--- config.mk ---
export PLATFORM = sky130hd
export DESIGN_NAME = softmax_argmax_unit
export DESIGN_NICKNAME = d
export VERILOG_FILES = /design/src/rtl/softmax_argmax_unit.sv
export SDC_FILE = /design/constraint.sdc
export NUM_CORES = 1
export LEC_CHECK = 0
export ABC_CLOCK_PERIOD_IN_PS = 3650
export CORE_UTILIZATION = 45
export CTS_CLUSTER_DIAMETER = 200
export DETAILED_ROUTE_END_ITERATION = 10
export PLACE_DENSITY = 0.74
export SYNTH_ARGS = -nofsm -noshare
export SYNTH_HDL_FRONTEND = slang
export SYNTH_SLANG_ARGS = --single-unit
export TNS_END_PERCENT = 1
--- constraint.sdc ---
create_clock -name clk -period 3.65 [get_ports clk]
set_input_delay 0.365 -clock clk [delete_from_list [all_inputs] [get_ports clk]]
set_output_delay 0.365 -clock clk [all_outputs]
set_load 0.03 [all_outputs]
--- src/rtl/softmax_argmax_unit.sv ---
// softmax_argmax_unit: captures a probability vector, scans it one element per cycle, holds argmax result until accepted.
// Optional SOFTMAX_TOP2_EN adds runner-up index/confidence and the top-1/top-2 margin.
module softmax_argmax_unit #(
  parameter int NUM_CLASSES = 10,
  parameter int DATA_W = 16,
  parameter int IDX_W = 4
) (
  input  logic                          clk,
  input  logic                          rst,
  input  logic [NUM_CLASSES*DATA_W-1:0] softmax_in,
  input  logic                          in_valid,
  output logic                          in_ready,
  output logic [IDX_W-1:0]              class_idx,
  output logic [DATA_W-1:0]             class_conf,
  output logic                          out_valid,
  input  logic                          out_ready,
  output logic                          busy,
  output logic [7:0]                    dropped_cnt
`ifdef SOFTMAX_TOP2_EN
  ,
  output logic [IDX_W-1:0]              second_idx,
  output logic [DATA_W-1:0]             second_conf,
  output logic [DATA_W-1:0]             margin
`endif
);
  typedef enum logic [1:0] {IDLE, SCAN, HOLD} state_t;
  state_t state, state_d;
  logic [NUM_CLASSES*DATA_W-1:0] vec_q;
  logic [DATA_W-1:0] best_val, elem, nb_val;
  logic [IDX_W-1:0] best_idx, cnt, nb_idx;
  logic gt, last, capture;
  assign elem = vec_q[cnt*DATA_W +: DATA_W];
  assign gt = elem > best_val;
  assign last = cnt == IDX_W'(NUM_CLASSES - 1);
  assign nb_val = gt ? elem : best_val;
  assign nb_idx = gt ? cnt : best_idx;
  assign capture = state == IDLE && in_valid;
`ifdef SOFTMAX_TOP2_EN
  logic [DATA_W-1:0] second_val, ns_val;
  logic [IDX_W-1:0] second_idx_q, ns_idx;
  // A new best demotes the old best; otherwise a strictly larger element replaces the runner-up.
  assign ns_val = gt ? best_val : (elem > second_val) ? elem : second_val;
  assign ns_idx = gt ? best_idx : (elem > second_val) ? cnt : second_idx_q;
  assign margin = class_conf - second_conf;
`endif
  always_ff @(posedge clk or negedge rst)
    if (!rst) state <= IDLE;
    else state <= state_d;
  always_comb begin
    state_d = capture ? SCAN :
              (state == SCAN && last) ? HOLD :
              (state == HOLD && out_ready) ? IDLE : state;
  end
  always_comb begin
    in_ready = state == IDLE;
    busy = state != IDLE;
    out_valid = state == HOLD;
  end
  always_ff @(posedge clk or negedge rst)
    if (!rst) begin
      vec_q <= '0;
      best_val <= '0;
      best_idx <= '0;
      cnt <= '0;
      class_idx <= '0;
      class_conf <= '0;
      dropped_cnt <= '0;
`ifdef SOFTMAX_TOP2_EN
      second_val <= '0;
      second_idx_q <= '0;
      second_idx <= '0;
      second_conf <= '0;
`endif
    end else begin
      if (in_valid && !in_ready && dropped_cnt != 8'hFF) dropped_cnt <= dropped_cnt + 8'd1;
      if (capture) begin
        vec_q <= softmax_in;
        best_val <= '0;
        best_idx <= '0;
        cnt <= '0;
`ifdef SOFTMAX_TOP2_EN
        second_val <= '0;
        second_idx_q <= '0;
`endif
      end
      if (state == SCAN) begin
        best_val <= nb_val;
        best_idx <= nb_idx;
        cnt <= cnt + IDX_W'(1);
`ifdef SOFTMAX_TOP2_EN
        second_val <= ns_val;
        second_idx_q <= ns_idx;
`endif
        if (last) begin
          class_idx <= nb_idx;
          class_conf <= nb_val;
`ifdef SOFTMAX_TOP2_EN
          second_idx <= ns_idx;
          second_conf <= ns_val;
`endif
        end
      end
    end
endmodule

* After elaboration in Yosys (flattened, before gate mapping) *
Cells that the tools add are included.

storage, ports and cells
  bits in registers = 214
  input bits = 164
  output and inout bits = 31
  word-level logic and storage cells = 37

cells by class
  add/subtract/negate cells = 2
  $lt $le $gt $ge = 1
  equality and inequality tests = 4
  shifts and indexed selects = 1
  multiplexer cells = 10
  reductions and logical operators = 11

operators by type and width
  kind                 count
  $shiftx 160x9->16    1
  $mux 16              3
  $gt 16x16->1         1
  $mux 4               4
  $add 8x1->8 const B  1
  $ne 8x8->1 const B   1
  $mux 2               3
  $logic_and 1x1->1    5
  $add 4x1->4 const B  1
  $eq 4x4->1 const B   1
  $reduce_bool 2->1    2
  $reduce_bool 3->1    1
  $eq 2x1->1 const B   1
  $eq 2x2->1 const B   1
  $logic_not 2->1      1
  $reduce_and 2->1     1
  $logic_not 1->1      1

* Longest topological paths before layout *
  depth after elaboration = 5
  mapped depth = 15
  gate-level depth less buffers = 11

* Worst setup path before layout *
OpenSTA, ideal clock, no wires.

  path type = register -> register
  from = register cnt[1]
  to = register best_val[15]
  library setup time = 0.125 ns
  arrival time = 3.169 ns
  data required time = 3.525 ns
  path slack = 0.356 ns
  cell stages (with the launch flop) = 13
  buffers on the path = 3
  clock period less this slack = 3.294 ns
  path through = dfrtp_1 -> buf_2 -> buf_1 -> mux4_2 -> a221o_1 -> ha_1 -> nand4_1 -> nor4_2 -> a21boi_2 -> o31ai_4 -> nor2_8 -> buf_12 -> mux2_4

between the ends
  cells in the longest elaborated chain, start to end = 4

ends and longest elaborated chain
  element                 line  RTL
  from (decl)             30    logic [IDX_W-1:0] best_idx, cnt, nb_idx;
  from (signal assigned)  89    cnt <= cnt + IDX_W'(1);
  $shiftx 160x9->16 (*)   32    assign elem = vec_q[cnt*DATA_W +: DATA_W];
  $gt 16x16->1            33    assign gt = elem > best_val;
  $mux 16 (*)             35    assign nb_val = gt ? elem : best_val;
  $mux 16 (*)             86    if (state == SCAN) begin
  to (signal assigned)    87    best_val <= nb_val;
  to (decl)               29    logic [DATA_W-1:0] best_val, elem, nb_val;

Mark *: on every way between the ends. The rest lies on a longest branch, timed or not.
A chain may end at the register's enable or synchronous reset.

* Worst setup path in the final report *
  from = register cnt[0]
  to = register best_val[14]

The elaborated chain is that of the path after synthesis.

==> results.cfg <==
[status]
outcome = finished with violations
violations = design-rule violations, negative setup slack

[floorplan]
num_rows = 54
ios = 195
start_util_pct = 46.1
die_area_um2 = 23100
die_h_um = 152
coreArea_um2 = 22000
die_w_um = 152

[sta]
fmax_ghz = 0.271
setup-violations-final = 10
drv_slew = 0
finClkSkew_ns = 0.00804
fin_crit_sh_pct = 101
hold_viol_final = 0
tightest_slew_ns = 0.829
slew_headroom_pct = 44.7
period_minus_slack_ns = 3.70
fin_ws_ns = -0.0454

[power_and_ir_drop]
ir_drop_mv = 0.293
p_per_area_nw_per_um2 = 406
leakagePower_nw = 7.13

[synthesis]
synth-main-ff-cell = dfrtp_1
synthTopCellsByArea = dfrtp_1, nand2_1, mux2i_1
synth_async_sr_flop_share_pct = 100
synth_edf_count = 0
synth_top_area_share_pct = 52.9
synth_top_area_cell = dfrtp_1
yosys_register_bits = 214
synth_warnings = 0
synth_cells = 1068
yosysSeqAreaShare_pct = 52.9
yosysUniqueCellTypes = 42
avgSynthCellArea_um2 = 9.48
syn_nets = 1251
synth_area_um2 = 10100
synth_most_common_cell = nand2_1
yosys-top-cells-count = nand2_1, dfrtp_1, mux2i_1

[cts]
worstSkewPairLatency_ns = 0.50
cts_buffer_depth = 3
cts_tree = done
cts_made_buffers = 23
clockRootBuffer = clkbuf_16
path_clk_slew_ns = 0.06
cts_htree_levels = 1
cts_sinks = 214

[setup_path]
reg2reg_depth = 11
reg2reg_to = best_val[14]
worst_ep_required_time_ns = 4.04
path_class = reg -> reg
crit_fanout = 13
r2r_slack_ns = -0.05
r2r_start = cnt[0]
startpoint_type = register
cp-end-kind = register
worstPathArrival_ns = 4.08

[global_route]
grt_first_pass_wirelength_um = 41800
globalRouteOverflowTotal = 0
grt_antenna_before_repair = 0
grt_pass1_vias = 7940
grtUsageTotal_pct = 22.9
grt_max_degree = 99

[detailed_routing]
ant_nets = 0
routed_wl_um = 26900
drcViolationCount = 14
avgRoutedWirePerCell_um = 17.3
drt_first_pass_iters = 8
vias = 8046
drtIter0Drc = 665
viasPerCell = 5.19

[hold_path]
hold_path.class = in -> reg
hold-path-endpoint = vec_q[137]
hp-start = softmax_in[137]
hold_depth = 3

[finish]
syn_to_final_growth_pct = 31.1
drive_above_1_share_pct = 9.99
fin_nets = 1438
antenna_cells_inserted = 0
final_cells = 1551

[place]
dp.cells = 1499
io_buffers = 194
pre_cts_ws_ns = -0.0237
dp_hpwl_um = 18900
gp_congestion = 0.855

[job]
maxCapViolCount = 0
cell type report:
type                            count  area (um2)
Fill cell                        1781        8690
Sequential cell                   214        5360
Multi-Input combinational cell    771        4380
Timing Repair Buffer              222        2270
Clock buffer                       33         673
Tap cell                          280         350
Clock inverter                      8         143
Inverter                           23        86.3
stage by stage:
stage          hold WS [ns]  utilization (%)  power [mW]  TNS, ns  area [um2]
3_3_place_gp          0.403             56.1        2.94        0       12300
2_1_floorplan        0.0694                -        2.62        0       10100
3_5_place_dp          0.405             56.1        2.95   -0.243       12300
6_report              0.385             60.4        5.38   -0.272       13300
4_1_cts               0.376             59.8        5.43        0       13100
5_1_grt               0.389             60.4        5.55    -1.19       13300
worst max-delay path, cell delays in order (launching register included):
cell,delay [ns]
dfrtp_2,0.42
buf_12,0.18
mux4_2,0.52
a221o_1,0.42
ha_1,0.34
nand4_1,0.16
nor4_2,0.38
a21boi_2,0.27
o31ai_4,0.11
buf_4,0.20
nor2_4,0.24
mux2_4,0.34
logic make-up (layout without fill, tap and decap cells):
logic type / after synthesis / after routing / synth area share (%)
adders and majority gates: 19 / 19 / 2.35
and+or+nand+nor: 570 / 572 / 22.0
muxes: 103 / 103 / 13.1
AOI/OAI and AO/OA: 70 / 70 / 4.82
xor gates and xnor gates: 7 / 7 / 0.606
buffers and inverters: 85 / 286 / 4.14
DFF: 214 / 214 / 52.9
power breakdown:
part	switching, mW	leakage (nW)	internal [mW]
Sequential	0.0486	2.87	2.41
Clock	0.922	0.400	1.56
Combinational	0.192	3.86	0.252
how the worst max path moves through the flow:
stage | startpoint | endpoint | slack, ns
after floorplan | cnt[1] | best_val[15] | 0.36
after global placement | cnt[0] | best_val[10] | 0.08
after detailed placement | cnt[0] | best_val[1] | -0.02
after CTS | cnt[0] | best_val[3] | 0.007
after global routing | cnt[0] | best_val[2] | -0.1
final | cnt[0] | best_val[14] | -0.05
placed cells by master, fill, tap and decap left out, types with 5 or more instances in the layout:
cell type / synthesis / layout
a21oi_1: 11 / 11
o22ai_1: 15 / 15
buf_12: 2 / 7
dfrtp_1: 214 / 212
clkdlybuf4s50_1: 0 / 193
clkbuf_8: 0 / 6
o21ai_1: 16 / 16
inv_1: 23 / 23
a221o_1: 14 / 14
clkbuf_16: 0 / 24
buf_4: 1 / 17
nand3_1: 11 / 11
nand2_1: 515 / 514
mux2_4: 15 / 15
mux2i_1: 55 / 54
ha_1: 19 / 19
mux2_2: 17 / 17
o21ai_0: 5 / 5
nor2_1: 27 / 27
mux4_2: 16 / 16
sequential cells by signal (all words and copies together), names as in the netlist:
register     flops
vec_q          160
dropped_cnt      8
best_idx         4
best_val        16
class_idx        4
state            2
cnt              4
class_conf      16
what timing repair did:
| action | 4_1_cts | 5_1_grt |
|---|---|---|
| hold buffers | 1 | 0 |
| gates resized for setup | 0 | 3 |
| endpoints found under the hold margin | 81 | 0 |
| pin swaps | 1 | 8 |
| cloned | 0 | 3 |
| setup endpoints to repair | 15 | 37 |
| setup buffers | 0 | 7 |
layer usage:
metal  GRT usage [%]  share of wire [%]  wire length (um)
met3            3.62                6.1              1640
met1            32.0                 44             11700
met5               0                  0                 0
met4            9.77                3.6               977
met2            35.6                 47             12500
Note: power is estimated with default switching activity, not from simulation.
